## src/rtl/mmio_uart_pkg.sv

```systemverilog
// Shared constants and state types for the memory-mapped UART.
package mmio_uart_pkg;

  localparam logic [1:0] OFF_TXDATA = 2'd0;
  localparam logic [1:0] OFF_RXDATA = 2'd1;
  localparam logic [1:0] OFF_STATUS = 2'd2;
  localparam logic [1:0] OFF_DIV    = 2'd3;

  localparam logic [2:0] OP_B  = 3'b000;
  localparam logic [2:0] OP_H  = 3'b001;
  localparam logic [2:0] OP_W  = 3'b010;
  localparam logic [2:0] OP_BU = 3'b100;
  localparam logic [2:0] OP_HU = 3'b101;

  localparam int unsigned ST_TX_FULL   = 0;
  localparam int unsigned ST_TX_EMPTY  = 1;
  localparam int unsigned ST_TX_BUSY   = 2;
  localparam int unsigned ST_RX_VALID  = 3;
  localparam int unsigned ST_RX_OVERRUN = 4;
  localparam int unsigned ST_RX_FRAME  = 5;

  localparam logic [15:0] DIV_MIN = 16'd16;

  typedef enum logic [1:0] {TX_IDLE, TX_START, TX_DATA, TX_STOP} tx_state_t;
  typedef enum logic [1:0] {RX_IDLE, RX_START, RX_DATA, RX_STOP} rx_state_t;

endpackage

```

## src/rtl/mmio_uart_fifo.sv

```systemverilog
// Synchronous FIFO; push ignored when full, pop ignored when empty.
module mmio_uart_fifo #(
  parameter int unsigned DEPTH = 8,
  parameter int unsigned WIDTH = 8
) (
  input  logic                       clk,
  input  logic                       rst_n,
  input  logic                       push,
  input  logic [WIDTH-1:0]           push_data,
  input  logic                       pop,
  output logic [WIDTH-1:0]           pop_data,
  output logic                       full,
  output logic                       empty,
  output logic [$clog2(DEPTH):0]     count
);
  localparam int unsigned AW = $clog2(DEPTH);

  logic [WIDTH-1:0] mem [DEPTH];
  logic [AW-1:0]    wr_ptr;
  logic [AW-1:0]    rd_ptr;
  logic             do_push;
  logic             do_pop;

  assign full     = count == (AW+1)'(DEPTH);
  assign empty    = count == '0;
  assign do_push  = push && !full;
  assign do_pop   = pop && !empty;
  assign pop_data = mem[rd_ptr];

  always_ff @(posedge clk) begin
    if (do_push) mem[wr_ptr] <= push_data;
  end

  always_ff @(posedge clk or negedge rst_n) begin
    if (!rst_n) begin
      wr_ptr <= '0;
      rd_ptr <= '0;
      count  <= '0;
    end else begin
      if (do_push) wr_ptr <= wr_ptr + 1'b1;
      if (do_pop)  rd_ptr <= rd_ptr + 1'b1;
      if (do_push && !do_pop)      count <= count + 1'b1;
      else if (do_pop && !do_push) count <= count - 1'b1;
    end
  end

endmodule

```

## src/rtl/mmio_uart.sv

```systemverilog
// Memory-mapped 8N1 UART: TX FIFO + serialiser, RX deserialiser with holding register.
module mmio_uart
  import mmio_uart_pkg::*;
#(
  parameter logic [31:0] BASE_ADDR = 32'h1000_0000,
  parameter int unsigned TX_DEPTH  = 8,
  parameter logic [15:0] DIV_RESET = 16'd868
) (
  input  logic        clk,
  input  logic        rst_n,
  input  logic        write_en,
  input  logic [2:0]  write_op,
  input  logic [31:0] write_addr,
  input  logic [31:0] write_data,
  input  logic        read_en,
  input  logic [2:0]  read_op,
  input  logic [31:0] read_addr,
  output logic [31:0] read_data,
  output logic        hit_r,
  output logic        uart_tx,
  input  logic        uart_rx,
  output logic        irq
);
  logic [15:0] div;
  logic [7:0]  rx_byte;
  logic        rx_valid, rx_overrun, rx_frame_err;
  logic        tx_full, tx_empty, tx_busy, pop;
  logic [7:0]  fifo_data;
  logic [$clog2(TX_DEPTH):0] tx_count;

  // Store path: byte enables and lane-aligned data for the low half-word.
  logic [3:0]  w_be;
  logic [15:0] w_data;
  logic        push, w1c, div_wr;
  logic [15:0] div_new;

  always_comb begin
    w_be   = '0;
    w_data = 16'(write_data << {write_addr[1:0], 3'b000});
    if (write_en && write_addr[31:4] == BASE_ADDR[31:4]) begin
      case (write_op)
        OP_B: w_be = 4'b0001 << write_addr[1:0];
        OP_H: if (!write_addr[0]) w_be = 4'b0011 << write_addr[1:0];
        OP_W: if (write_addr[1:0] == 2'b00) w_be = 4'b1111;
        default: w_be = '0;
      endcase
    end
  end

  assign push    = write_addr[3:2] == OFF_TXDATA && w_be[0];
  assign w1c     = write_addr[3:2] == OFF_STATUS && w_be[0];
  assign div_wr  = write_addr[3:2] == OFF_DIV && (w_be[0] || w_be[1]);
  assign div_new = {w_be[1] ? w_data[15:8] : div[15:8], w_be[0] ? w_data[7:0] : div[7:0]};

  always_ff @(posedge clk or negedge rst_n) begin
    if (!rst_n)      div <= DIV_RESET;
    else if (div_wr) div <= (div_new < DIV_MIN) ? DIV_MIN : div_new;
  end

  // Load path
  logic [31:0] r_word, r_shift;
  logic        r_ok, rd_clear;

  assign hit_r = read_en && read_addr[31:4] == BASE_ADDR[31:4];

  always_comb begin
    r_word = '0;
    case (read_addr[3:2])
      OFF_RXDATA: r_word[7:0] = rx_byte;
      OFF_STATUS: begin
        r_word[ST_TX_FULL]    = tx_full;
        r_word[ST_TX_EMPTY]   = tx_empty;
        r_word[ST_TX_BUSY]    = tx_busy;
        r_word[ST_RX_VALID]   = rx_valid;
        r_word[ST_RX_OVERRUN] = rx_overrun;
        r_word[ST_RX_FRAME]   = rx_frame_err;
      end
      OFF_DIV: r_word[15:0] = div;
      default: r_word = '0;
    endcase
    r_shift   = r_word >> {read_addr[1:0], 3'b000};
    read_data = '0;
    r_ok      = 1'b0;
    if (hit_r) begin
      case (read_op)
        OP_B:  begin r_ok = 1'b1; read_data = {{24{r_shift[7]}}, r_shift[7:0]}; end
        OP_BU: begin r_ok = 1'b1; read_data = {24'b0, r_shift[7:0]}; end
        OP_H:  if (!read_addr[0]) begin r_ok = 1'b1; read_data = {{16{r_shift[15]}}, r_shift[15:0]}; end
        OP_HU: if (!read_addr[0]) begin r_ok = 1'b1; read_data = {16'b0, r_shift[15:0]}; end
        OP_W:  if (read_addr[1:0] == 2'b00) begin r_ok = 1'b1; read_data = r_shift; end
        default: r_ok = 1'b0;
      endcase
    end
  end

  assign rd_clear = r_ok && read_addr[3:2] == OFF_RXDATA;

  mmio_uart_fifo #(.DEPTH(TX_DEPTH), .WIDTH(8)) u_fifo (
    .clk(clk), .rst_n(rst_n), .push(push), .push_data(w_data[7:0]), .pop(pop),
    .pop_data(fifo_data), .full(tx_full), .empty(tx_empty), .count(tx_count)
  );

  // TX serialiser
  tx_state_t   tx_state;
  logic [15:0] tx_cnt, tx_div;
  logic [7:0]  tx_shift;
  logic [2:0]  tx_bit;
  logic        tx_tick;

  assign tx_tick = tx_cnt == tx_div - 16'd1;
  assign tx_busy = tx_state != TX_IDLE;
  assign pop     = !tx_empty && (tx_state == TX_IDLE || (tx_state == TX_STOP && tx_tick));

  always_ff @(posedge clk or negedge rst_n) begin
    if (!rst_n) begin
      tx_state <= TX_IDLE;
      tx_cnt   <= '0;
      tx_div   <= DIV_RESET;
      tx_shift <= '0;
      tx_bit   <= '0;
      uart_tx  <= 1'b1;
    end else begin
      case (tx_state)
        TX_IDLE: if (pop) begin
          tx_state <= TX_START; tx_shift <= fifo_data; tx_div <= div;
          tx_cnt <= '0; uart_tx <= 1'b0;
        end
        TX_START: if (tx_tick) begin
          tx_state <= TX_DATA; tx_cnt <= '0; tx_bit <= '0; uart_tx <= tx_shift[0];
        end else tx_cnt <= tx_cnt + 16'd1;
        TX_DATA: if (tx_tick) begin
          tx_cnt   <= '0;
          tx_shift <= {1'b0, tx_shift[7:1]};
          if (tx_bit == 3'd7) begin
            tx_state <= TX_STOP; uart_tx <= 1'b1;
          end else begin
            tx_bit <= tx_bit + 3'd1; uart_tx <= tx_shift[1];
          end
        end else tx_cnt <= tx_cnt + 16'd1;
        TX_STOP: if (tx_tick) begin
          tx_cnt <= '0;
          if (pop) begin
            tx_state <= TX_START; tx_shift <= fifo_data; tx_div <= div; uart_tx <= 1'b0;
          end else tx_state <= TX_IDLE;
        end else tx_cnt <= tx_cnt + 16'd1;
      endcase
    end
  end

  // RX deserialiser
  rx_state_t   rx_state;
  logic [1:0]  rx_sync;
  logic        rx_prev, rx_s, rx_tick, rx_half, rx_done, rx_ferr;
  logic [15:0] rx_cnt, rx_div;
  logic [7:0]  rx_shift;
  logic [2:0]  rx_bit;

  assign rx_s    = rx_sync[1];
  assign rx_tick = rx_cnt == rx_div - 16'd1;
  assign rx_half = rx_cnt == (rx_div >> 1) - 16'd1;
  assign rx_done = rx_state == RX_STOP && rx_tick && rx_s;
  assign rx_ferr = rx_state == RX_STOP && rx_tick && !rx_s;

  always_ff @(posedge clk or negedge rst_n) begin
    if (!rst_n) begin
      rx_sync  <= 2'b11;
      rx_prev  <= 1'b1;
      rx_state <= RX_IDLE;
      rx_cnt   <= '0;
      rx_div   <= DIV_RESET;
      rx_shift <= '0;
      rx_bit   <= '0;
    end else begin
      rx_sync <= {rx_sync[0], uart_rx};
      rx_prev <= rx_s;
      case (rx_state)
        RX_IDLE: if (rx_prev && !rx_s) begin
          rx_state <= RX_START; rx_cnt <= '0; rx_div <= div;
        end
        RX_START: if (rx_half) begin
          rx_cnt <= '0; rx_bit <= '0;
          rx_state <= rx_s ? RX_IDLE : RX_DATA;
        end else rx_cnt <= rx_cnt + 16'd1;
        RX_DATA: if (rx_tick) begin
          rx_cnt   <= '0;
          rx_shift <= {rx_s, rx_shift[7:1]};
          if (rx_bit == 3'd7) rx_state <= RX_STOP;
          else rx_bit <= rx_bit + 3'd1;
        end else rx_cnt <= rx_cnt + 16'd1;
        RX_STOP: if (rx_tick) begin
          rx_cnt <= '0; rx_state <= RX_IDLE;
        end else rx_cnt <= rx_cnt + 16'd1;
      endcase
    end
  end

  // A byte landing in the same cycle as an RXDATA read replaces it without overrun.
  always_ff @(posedge clk or negedge rst_n) begin
    if (!rst_n) begin
      rx_byte      <= '0;
      rx_valid     <= 1'b0;
      rx_overrun   <= 1'b0;
      rx_frame_err <= 1'b0;
    end else begin
      if (rx_done) begin
        rx_byte  <= rx_shift;
        rx_valid <= 1'b1;
      end else if (rd_clear) rx_valid <= 1'b0;
      if (rx_done && rx_valid && !rd_clear) rx_overrun <= 1'b1;
      else if (w1c && w_data[ST_RX_OVERRUN]) rx_overrun <= 1'b0;
      if (rx_ferr) rx_frame_err <= 1'b1;
      else if (w1c && w_data[ST_RX_FRAME]) rx_frame_err <= 1'b0;
    end
  end

  assign irq = rx_valid || rx_overrun;

  logic unused_ok;
  assign unused_ok = &{1'b0, tx_count};

endmodule

```

## config.mk

```make
export PLATFORM = sky130hd
export DESIGN_NAME = mmio_uart
export DESIGN_NICKNAME = d
export VERILOG_FILES = /design/src/rtl/mmio_uart_pkg.sv /design/src/rtl/mmio_uart_fifo.sv /design/src/rtl/mmio_uart.sv
export SDC_FILE = /design/constraint.sdc
export NUM_CORES = 1
export LEC_CHECK = 0
export ABC_AREA = 1
export CORE_UTILIZATION = 35
export CTS_CLUSTER_SIZE = 30
export DETAILED_ROUTE_END_ITERATION = 10
export GPL_ROUTABILITY_DRIVEN = 0
export MAX_ROUTING_LAYER = met4
export SLEW_MARGIN = 20
export SYNTH_ARGS = -nofsm -noshare
export SYNTH_HDL_FRONTEND = slang
export SYNTH_SLANG_ARGS = --single-unit
```

## constraint.sdc

```tcl
create_clock -name clk -period 5.5 [get_ports clk]
set_input_delay 0.825 -clock clk [delete_from_list [all_inputs] [get_ports clk]]
set_output_delay 0.825 -clock clk [all_outputs]
set_load 0.02 [all_outputs]
```

Word-level counts from Yosys, hierarchy flattened
Memory sizes are Yosys's and may differ from the RTL's.
Index checks and enable logic that the tools add are counted.
{ "totals": {"mem_bits_ro": 0, "mem_count": 1, "elab_cells": 205, "latchBits": 0, "regBits": 131, "inputBits": 107, "out_inout_bits": 35, "ram_bits": 64} }
{ "mem_list": {"columns": ["name", "words", "word_bits", "rd", "rd_ports_with_merged_regs", "write_ports", "line", "text"], "rows": [
  ["u_fifo.mem", 8, 8, 1, 0, 1, "mmio_uart_fifo.sv:18", "logic [WIDTH-1:0] mem [DEPTH];"]
]} }
{ "classes": {"n_lt_le_gt_ge": 1, "div_mod_pow": 0, "n_shift": 4, "add_sub_neg": 11, "multipliers": 0, "n_reduce_logical": 59, "mux": 71, "bitwise": 0, "n_eq_ne": 37} }
{ "op_table": {"columns": ["operator", "n"], "rows": [
  ["case mux 32 bit (5 select lines)", 1],
  ["2-to-1 mux 16 bit", 9],
  ["2-to-1 mux 32 bit", 3],
  ["case mux 16 bit (2 select lines)", 2],
  ["equality test 28 x 25 -> 1 bit (second input constant)", 2],
  ["equality test 16 bit", 3],
  ["2-to-1 mux 8 bit", 6],
  ["case mux 16 bit (3 select lines)", 1],
  ["adder 16 x 1 -> 16 bit (second input constant)", 2],
  ["<< shifter 32 x 5 -> 16 bit", 1],
  [">> shifter 16 x 5 -> 32 bit", 1],
  ["subtractor 16 x 1 -> 16 bit (second input constant)", 2],
  ["2-to-1 mux 2 bit", 14],
  ["case mux 8 bit (3 select lines)", 1],
  ["!= test 2 bit (second input constant)", 11],
  ["logical AND 1 bit", 20],
  ["2-to-1 mux 3 bit", 6],
  ["case mux 6 bit (3 select lines)", 1],
  ["2-to-1 mux 1 bit", 17],
  ["equality test 2 bit (second input constant)", 8],
  ["< comparator 16 x 5 -> 1 bit (second input constant)", 1],
  ["case mux 2 bit (4 select lines)", 2],
  ["nonzero test 2 bit", 8],
  ["subtractor 15 x 1 -> 16 bit (second input constant)", 1],
  ["other kinds (29)", 60]
]} }

Depth between registers and ports, before layout
{ "logic_depth": {"ltp_word": 10, "ltp_mapped": 21, "ltp_nobuf": 21} }

Modules after synthesis
A second synthesis with hierarchy kept.
{ "hier_totals": {"cells_unflattened": 1557, "hier_area_um2": 11979.0} }
{ "by_module_without_submodules": {"columns": ["module", "seq_area_each_um2", "n_inst", "area_per_inst_um2", "cells_per_inst"], "rows": [
  ["mmio_uart", 3051.7, 1, 8589.5, 1201],
  ["mmio_uart_fifo", 2172.1, 1, 3389.5, 356]
]} }

Worst setup path after synthesis
Ideal clock, no wire load.
{ "synth_timing": {"path_kind": "input to output", "startpoint": "in read_addr[2]", "endpoint": "out read_data[17]", "arrival_ps": 3074, "path_slack_ps": 1601, "t_required_ps": 4675, "path_buffers": 2, "path_stages": 9, "cell_sequence": "inv_1 -> nor2_1 -> nand2_1 -> o21ai_0 -> o21ai_0 -> or3_1 -> clkbuf_1 -> a21oi_1 -> buf_4"} }
{ "synth_between": {"elab_chain_cells": 6, "elab_cells_between_ends": 11, "cone_classes": "3 x eq/ne; 1 x shift; 7 x mux"} }
{ "synth_lines": {"columns": ["item", "line", "text"], "rows": [
  ["from (decl)", "mmio_uart.sv:17", "input logic [31:0] read_addr,"],
  ["equality test 2 bit or equality test 2 x 1 -> 1 bit (tied branches)", "mmio_uart.sv:68", "case (read_addr[3:2])"],
  ["case mux 6 bit (3 select lines) (tied with other cells)", "mmio_uart.sv:68", null],
  [">> shifter 16 x 5 -> 32 bit (*)", "mmio_uart.sv:81", "r_shift = r_word >> {read_addr[1:0], 3'b000};"],
  ["2-to-1 mux 32 bit, on equally long branches", "mmio_uart.sv:90, mmio_uart.sv:88", null],
  ["case mux 32 bit (5 select lines) (*)", "mmio_uart.sv:85", "case (read_op)"],
  ["2-to-1 mux 32 bit (*)", "mmio_uart.sv:84", "if (hit_r) begin"],
  ["to (decl)", "mmio_uart.sv:18", "output logic [31:0] read_data,"]
]} }
Every way passes the cells marked *; elsewhere a longest branch is shown, timed or not.

Final worst setup path
{ "layout_timing": {"startpoint": "in read_addr[3]", "endpoint": "out read_data[15]"} }
{ "layout_between": {"elab_chain_cells": 6, "elab_cells_between_ends": 10, "cone_classes": "2 x eq/ne; 1 x shift; 7 x mux"} }
{ "layout_lines": {"columns": ["item", "line", "text"], "rows": [
  ["equality test 2 bit or equality test 2 x 1 -> 1 bit (tied branches)", "mmio_uart.sv:68", null],
  ["case mux 2 bit (2 select lines) or 2-to-1 mux 8 bit (tied branches)", "mmio_uart.sv:68", null],
  [">> shifter 16 x 5 -> 32 bit (*)", "mmio_uart.sv:81", null],
  ["2-to-1 mux 32 bit (tied with other cells)", "mmio_uart.sv:90", "OP_W: if (read_addr[1:0] == 2'b00) begin r_ok = 1'b1; read_data = r_shift; end"],
  ["case mux 32 bit (5 select lines) (*)", "mmio_uart.sv:85", null],
  ["2-to-1 mux 32 bit (*)", "mmio_uart.sv:84", null]
]} }
Marks and branches as above.

==> run_results.csv <==
group,metric,value,unit
power_and_ir_drop,peakVddDrop,0.2191,mV
sta,setup_slack,0.8204,ns
worst_hold_path,worst_hold_path_type,"reg -> reg",
die,initial_utilization,35.56,%
clocking,ctsHoldBuffers,0,
worst_setup_path,end_kind,"primary output",
die,io_pins,142,
sta,max_freq,213.7,MHz
drt,ant_nets,0,
sta,grt_setup_unrepaired,"false",
cells_and_area,area_delta_synth_final,19.02,%
clocking,clk_pin_slew,0.08,ns
clocking,clock_sinks,195,
synthesis,synth_edf_count,64,
worst_setup_path,cp_cell_sequence,"clkdlybuf4s50_1 -> nand2_1 -> buf_4 -> inv_1 -> nand2_1 -> a21oi_1 -> o21ai_0 -> or3_1 -> a21oi_1 -> clkdlybuf4s50_1",
global_routing,grt_first_pass_wirelength,50650,microns
clocking,cts_root_buf,"clkbuf_16",
power_and_ir_drop,power_density,271.6,nW/um^2
sta,whs,0.3626,ns
global_routing,grt_max_degree,87,
synthesis,async_reset_ff_share,67.18,%
power_and_ir_drop,leakagePower,5.803,nW
placed_design,dp_hpwl,23720,microns
cells_and_area,fill_cells,3271,
die,die_area,33790,sq um
sta,setup_viol,0,
synthesis,synthDistinctLibCells,52,
placed_design,dp_slack,0.8799,ns
cells_and_area,num-nets-final,1686,
die,chipWidth,183.8,microns
drt,drc,0,
clocking,cts_resized,0,
cells_and_area,drive_above_1_share,7.634,%
cells_and_area,final_cell_mix,"nand2_1, nor2_1, inv_1",
synthesis,yosys_warnings,0,
drt,vias_per_cell,4.940,
sta,slew_viol_final,0,
job,drv_cap,0,
worst_setup_path,path_buf_inv,4,
synthesis,synth.avg_cell_area,7.936,sq um
synthesis,synth.area.top_cells,"dfrtp_1, edfxtp_1, nand2_1, nor2_1, o21ai_0",
synthesis,syn_nets,1585,
sta,finalHoldViolCount,0,
synthesis,syn_inst,1458,
power_and_ir_drop,total_power,0.003741,W
clocking,cts_buffer_depth,2,
worst_setup_path,worst_ep_required_time,4.68,ns
worst_setup_path,critPathTopFamily,"buffers and inverters",
global_routing,grt_antenna_before_repair,1,
clocking,clock_latency,0.44,ns
global_routing,first_global_vias,9671,
drt,wl_per_cell,15.58,microns
clocking,h-tree-depth,4,
drt,first_pass_iters,5,
clocking,postCtsSetupBuffers,0,
cells_and_area,final_common_cell,"nand2_1",
sta,period_minus_slack,4.680,ns
drt,wl,31400,microns
worst_setup_path,crit_path_max_incr_delay,0.71,ns
synthesis,netlist_area,11570,sq um
sta,slew_headroom,32.08,%
synthesis,yosys.area.top_type,"dfrtp_1",
clocking,cts_tree,"yes",
worst_setup_path,worst_setup_path_start_kind,"primary input",
sta,fin_setup_tns,0,ns
cells_and_area,area.sequential,5224,sq um
synthesis,synth_top_area_share,24.22,%
die,die_h,183.8,microns
worst_setup_path,crit_path_top_delay_cell,"clkdlybuf4s50_1",
global_routing,grt.overflow.total,0,
clocking,cts_made_buffers,17,
worst_setup_path,critical_path_class,"in -> out",
die,core_area,32540,sq um
worst_setup_path,worstPathMaxFanout,14,
run_status,status,"complete, no violations",
die,num_rows,66,
sta,worstMarginPinSlew,1.015,ns
sta,fin_worst_skew,0.01498,ns
synthesis,synth-seq-cells,195,
drt,drtIter0Drc,802,
cells_and_area,multi_input_area,5479,sq um
placed_design,io_buffers,125,
worst_setup_path,arrival,3.85,ns
synthesis,synth-seq-area-share,45.14,%
sta,finalCritPeriodShare,85.08,%
drt,vias,9955,
synthesis,synth-main-ff-cell,"dfrtp_1",
global_routing,grt_use_total,20.00,%
## worst register-to-register path, cell delays in order (launching register included)
cell,delay (ns)
dfrtp_1,0.42
inv_1,0.18
ha_1,0.31
nand2_2,0.11
nor2_4,0.15
xor2_1,0.16
nand2_1,0.07
nor2_1,0.10
nand2_1,0.13
o21bai_4,0.48
nand2_4,0.17
ha_1,0.27
inv_1,0.12
ha_1,0.24
a21o_1,0.18
a21oi_1,0.20
nor2_1,0.07
nor2_1,0.09
nand2_1,0.07
xor2_1,0.13
## final timing paths
path	from	to	slack, ns	depth (start not counted)
min in group asynchronous	rst_n	rx_cnt[3]$_DFFE_PN0P_	0.42	1
setup / recovery	read_addr[3]	read_data[15]	0.82	10
hold reg to reg	rx_sync[0]$_DFF_PN1_	rx_sync[1]$_DFF_PN1_	0.36	0
setup reg to reg	tx_div[0]$_DFFE_PN0P_	u_fifo.count[3]$_DFFE_PN0P_	1.75	19
max in group asynchronous	rst_n	tx_cnt[3]$_DFFE_PN0P_	3.91	2
hold / removal	rx_sync[0]$_DFF_PN1_	rx_sync[1]$_DFF_PN1_	0.36	0
## power by group
| group | switching [W] | total, W | internal, W |
|---|---|---|---|
| logic | 0.000481 | 0.000780 | 0.000299 |
| clock network | 0.000630 | 0.00128 | 0.000654 |
| registers | 0.000107 | 0.00168 | 0.00157 |
| total | 0.00122 | 0.00374 | 0.00252 |
## stage by stage
stage	instance area, sq um	instances	utilization [%]
floorplan	11570	1458	-
global placement	13180	1982	40.50
detailed placement	13180	1982	40.50
CTS	13770	2014	42.32
global route	13770	2015	42.33
finish	13770	2015	42.33
## layout make-up
cell class              count  share of cell area, %
diodes                      1                0.01817
repair buffers            140                  9.912
clock buffers              17                  3.089
flip-flops and latches    195                  37.93
multi-input cells        1057                  39.78
inverters                 148                  4.034
well taps                 442                  4.016
clock inverters            15                  1.217
## sequential cells by signal, summed over array words and instances (netlist names), 16 cells and up, named ones only
signal / count
tx_div: 16
rx_cnt: 16
rx_div: 16
tx_cnt: 16
u_fifo.mem: 64
div: 16
## cell usage after synthesis, types with 11 or more instances
cell / count
nor2_1: 166
nor4_1: 11
clkbuf_1: 25
xor2_1: 52
ha_1: 19
nand3_1: 96
nand2_1: 371
buf_4: 19
o22ai_1: 37
a21oi_1: 17
edfxtp_1: 64
o21ai_0: 119
nor3_1: 19
inv_1: 142
dfrtp_1: 112
xnor2_1: 21
nand4_1: 18
nor2_4: 12
dfstp_2: 19
## routing by layer
layer	part of all wire [%]	GRT usage, %
met4	3.8	8.467
met1	45	25.08
met3	4.1	3.249
met5	0	-
met2	47	31.97
## cell families after synthesis
group,after synthesis,share of synthesized area (%)
AOI/OAI and AO/OA,228,11.45
xor gates and xnor gates,73,5.526
muxes,3,0.2811
and+or+nand+nor,733,27.82
adders and majority gates,20,2.228
DFF,195,45.14
buffers and inverters,206,7.548
Note: power is estimated with default switching activity, not from simulation.
